==> src/rtl/mux_pkg.sv <==
// Shared constants for the multiplexer block: default widths and select encoding.
package mux_pkg;

  localparam int DEFAULT_WIDTH = 1;
  localparam int DEFAULT_CNT_W = 16;

  localparam logic SEL_A = 1'b0;
  localparam logic SEL_B = 1'b1;

endpackage

==> src/rtl/mux2_comb.sv <==
// Purely combinational 2:1 selector; no clock, no state.
module mux2_comb
  import mux_pkg::*;
#(
    parameter int WIDTH = DEFAULT_WIDTH
) (
    input  logic [WIDTH-1:0] a,
    input  logic [WIDTH-1:0] b,
    input  logic             sel,
    output logic [WIDTH-1:0] o
);

    assign o = (sel == SEL_B) ? b : a;

endmodule

==> src/rtl/multiplexer.sv <==
// 2:1 mux with a registered copy of the result and select, plus a saturating
// counter of select transitions seen at clock edges.
module multiplexer
  import mux_pkg::*;
#(
    parameter int WIDTH = DEFAULT_WIDTH,
    parameter int CNT_W = DEFAULT_CNT_W
) (
    input  logic             clk,
    input  logic             rst,
    input  logic [WIDTH-1:0] a,
    input  logic [WIDTH-1:0] b,
    input  logic             sel,
    output logic [WIDTH-1:0] o,
    output logic [WIDTH-1:0] o_q,
    output logic             sel_q,
    output logic [CNT_W-1:0] switch_count
);

    logic [WIDTH-1:0] o_q_q;
    logic [WIDTH-1:0] o_q_d;
    logic             sel_q_q;
    logic             sel_q_d;
    logic [CNT_W-1:0] cnt_q;
    logic [CNT_W-1:0] cnt_d;
    logic             sel_changed;

    mux2_comb #(
        .WIDTH(WIDTH)
    ) u_mux2_comb (
        .a  (a),
        .b  (b),
        .sel(sel),
        .o  (o)
    );

    // sel_q resets to SEL_A, so a high sel on the first edge after reset counts.
    assign sel_changed = (sel != sel_q_q);

    always_comb begin
        o_q_d   = o;
        sel_q_d = sel;
        cnt_d   = cnt_q;
        if (sel_changed && (cnt_q != {CNT_W{1'b1}})) begin
            cnt_d = cnt_q + CNT_W'(1);
        end
    end

    always_ff @(posedge clk) begin
        if (rst) begin
            o_q_q   <= '0;
            sel_q_q <= SEL_A;
            cnt_q   <= '0;
        end else begin
            o_q_q   <= o_q_d;
            sel_q_q <= sel_q_d;
            cnt_q   <= cnt_d;
        end
    end

    assign o_q          = o_q_q;
    assign sel_q        = sel_q_q;
    assign switch_count = cnt_q;

endmodule

==> config.mk <==
export PLATFORM = sky130hd
export DESIGN_NAME = multiplexer
export DESIGN_NICKNAME = d
export VERILOG_FILES = /design/src/rtl/mux_pkg.sv /design/src/rtl/mux2_comb.sv /design/src/rtl/multiplexer.sv
export SDC_FILE = /design/constraint.sdc
export NUM_CORES = 1
export LEC_CHECK = 0
export ABC_AREA = 1
export BUFFER_PORTS_ARGS = -buffer_cell sky130_fd_sc_hd__buf_4
export CORE_MARGIN = 2
export CORE_UTILIZATION = 35
export DETAILED_ROUTE_END_ITERATION = 6
export PLACE_DENSITY_LB_ADDON = 0.12
export SLEW_MARGIN = 10
export SYNTH_ARGS = -nofsm -noshare
export SYNTH_HDL_FRONTEND = slang
export SYNTH_SLANG_ARGS = --single-unit
==> constraint.sdc <==
create_clock -name clk -period 1.9 [get_ports clk]
set_clock_uncertainty 0.2 [all_clocks]
set_input_delay 0.095 -clock clk [delete_from_list [all_inputs] [get_ports clk]]
set_output_delay 0.095 -clock clk [all_outputs]
set_load 0.02 [all_outputs]
==> parameters.txt <==
Parameter                              Value

Die
  Vertical die dimension ... just under 60 um
  Core footprint ... roughly 2800 um2
  DIE WIDTH ... 58.2 um
  I/O Pins ... 24
  Initial core utilization ... a little under two fifths
  Site Rows ... 19
  Die area ... approximately 3400 um2

Power and ir drop
  VDD IR-drop max ... just under 0.3 mV
  Power per cell area ... around 580 nW/um2
  Leakage power ... ~0.60 nW

Drt
  Total Routed Length ... approximately 2400 um
  Routed via count divided by cell count ... approximately 4.8
  Residual DRC count ... 0
  Total iterations of the first detailed-routing run ... 4
  Routed length per placed instance ... between 10 and 15 um
  Routed Antenna Nets ... 0
  Initial detailed-routing violation count ... 49
  Vias post-DR ... between 1000 and 1500

Outcome
  Result of the run ... completed

Yosys
  Post-synthesis share of cell area spent on xor and xnor gates ... roughly 2.6%
  Fraction of the mapped netlist area in adder cells ... about 1.2%
  Post-synthesis mux area share ... 0%
  Synthesized area per cell ... 5.99 um2
  Synth Area in Compound Gates ... about 3.5%
  Cell accounting for the most synthesized area ... dfxtp_1
  Fraction of the yosys area taken by sequential cells ... 35.0%
  Count of state elements after synthesis ... 18
  Post-synthesis cell count ... ~170
  Netlist area before placement ... 1030 um2
  Unique masters post-synth ... 20
  Share of the synthesized area in the top cell type ... roughly a third
  Leading post-synthesis cells by cell area ... dfxtp_1 (35%), nand2_1 (22%), nor2_1 (16%)
  Dominant combinational cell family by area after synthesis ... simple AND/OR/NAND/NOR gates
  Synth Net Count ... between 150 and 200
  Total of warnings raised by yosys ... 0
  Simple logic cell fraction of the synthesized area ... 50.7%

Placed design
  Worst slack at placement ... about 0.22 ns
  Port-buffer cells ... 23
  Detailed placement HPWL ... about 1800 um
  Global placer's final weighted congestion ... about 0.79

GRT
  First-pass GRT wire length ... about 4100 um
  Number of global-route vias before repair ... a little under 1000
  Overflow left after global routing ... 0
  Total global-route track usage ... 15.4%
  Largest net degree at the start of global routing ... 16
  Antenna violations before repair ... 0

STA
  Slew at the pin closest to its max-slew limit ... approximately 0.49 ns
  Final hold violation count ... 0
  Setup Total Neg Slack ... 0 ns
  Peak Freq ... 0.590 GHz
  Post-route clock period utilization ... approximately nine tenths
  Max-slew headroom at the worst pin ... a little under 70%
  Unrepaired setup endpoints after global routing ... false
  Final WS setup ... about 0.21 ns
  Clock period minus final worst setup slack ... approximately 1.7 ns
  Setup-violating endpoint count in the final report ... 0
  Final-report max-slew violation count ... 0

Clocking
  Skew-Pair Late Insertion Delay ... around 0.30 ns
  Number of CTS-inserted buffers ... 3
  TritonCTS clock tree ... yes
  Total number of clock tree sinks ... 18
  Clock Pin Slew Worst Setup and Hold Paths ... roughly 0.11 ns
  H-tree depth reported by CTS ... 1
  Post-CTS setup-driven buffer insertion count ... 0
  CTS Buffer Depth ... 2
  CTS resizes ... 0
  CTS root buf ... clkbuf_4

Critical path
  Startpoint type of the worst setup path ... flop
  Element type at the critical path end ... flop
  Arrival time reported for the critical path endpoint ... 1.69 ns
  Crit Path Class ... flop to flop
  CP Max Fanout ... 7
  CP Data Required Time ... approximately 1.9 ns

Layout
  Commonest cells after routing, fill and taps aside ... nand2_1 (60), nor2_1 (43), buf_4 (23), dfxtp_1 (18), inv_1 (16)
  Commonest non-fill, non-tap cell in the layout ... nand2_1
  Net total in the final layout ... between 200 and 250
  Fraction of layout instances using a drive strength above 1 ... roughly 18%
  Number of antenna cells inserted ... 0
  Signed area change from the synthesized netlist to the final layout ... 27.2%

Worst hold path
  Hold WC Path Type ... flop to flop

Run
  Number of violations of the max-capacitance limit ... 0
-- worst max-delay path, stage by stage, from the launching register on --
cell and delay (ns):
dfxtp_1 0.43, ha_1 0.23, nand2_1 0.06, nor2_1 0.13, nand2_2 0.10, clkinv_2 0.10, nand2_4 0.09, nand2_1 0.10
nand2_1 0.05, nand2_1 0.05, nor2_1 0.04
-- cells by family (layout without fill, tap and decap cells) --
kind of cell    count (synthesis)  after routing
simple gates                  124            124
buf+inv                        19             49
flops                          18             18
compound gates                  7              7
xor+xnor                        3              3
fa+ha+maj                       1              1
-- report_power, final --
part	leakage [nW]	internal, W	switching [W]
Clock	0.0138	0.0000739	0.000127
Combinational	0.436	0.0000602	0.0000815
Sequential	0.147	0.000393	0.0000201
-- metrics by stage --
step | hold WS [ns] | cell area, um2 | util, % | std cells | total power [W]
5_1_grt | 0.313 | 1310 | 47.1 | 233 | 0.000798
3_5_place_dp | 0.0897 | 1240 | 44.5 | 225 | 0.000556
6_report | 0.313 | 1310 | 47.1 | 233 | 0.000756
4_1_cts | 0.310 | 1310 | 47.1 | 233 | 0.000765
3_3_place_gp | 0.0882 | 1240 | 44.5 | 225 | 0.000555
2_1_floorplan | -0.0359 | 1030 | - | 172 | 0.000506
-- sequential cells by signal, summed over array words and instances (netlist names) --
| register | flops |
|---|---|
| switch_count | 16 |
| o_q | 1 |
| sel_q | 1 |
-- synthesized netlist by cell type --
cell type and instances:
inv_2 1, xor2_1 2, a31oi_1 1, o21ai_0 2
nor3_1 1, nor2_4 1, dfxtp_1 18, xnor2_1 1
nand2_2 3, nand4_1 3, buf_1 1, nand2_1 60
nand2_4 2, inv_1 16, nor2_1 43, nand3_1 8
ha_1 1, clkinv_2 1, nor2_2 3, a21oi_1 4
-- metal layers --
metal	GRT usage (%)	routed length, um
met5	0	0
met4	6.98	27
met3	2.01	106
met2	25.5	1130
met1	20.0	1150
-- path summary, 6_finish.rpt --
path / startpoint / endpoint / slack, ns / depth (start not counted)
worst max-delay path: switch_count[0] / switch_count[4] / 0.21 / 10
worst min-delay path: switch_count[8] / switch_count[8] / 0.31 / 2
worst max register to register: switch_count[0] / switch_count[4] / 0.21 / 10
worst min register to register: switch_count[8] / switch_count[8] / 0.31 / 2
-- final cells by class --
type,instances,area (um2)
clock buffer,3,22.5
multi-input combinational,135,597
inverter,18,68.8
timing repair buffer,28,223
sequential,18,360
tap,31,38.8
fill,293,1470
-- what timing repair did --
action                                 in CTS  in global routing
endpoints found under the hold margin       3                  0
setup endpoints to repair                   0                  0
hold buffers                                5                  0
Power figures use the tool's default switching activity.
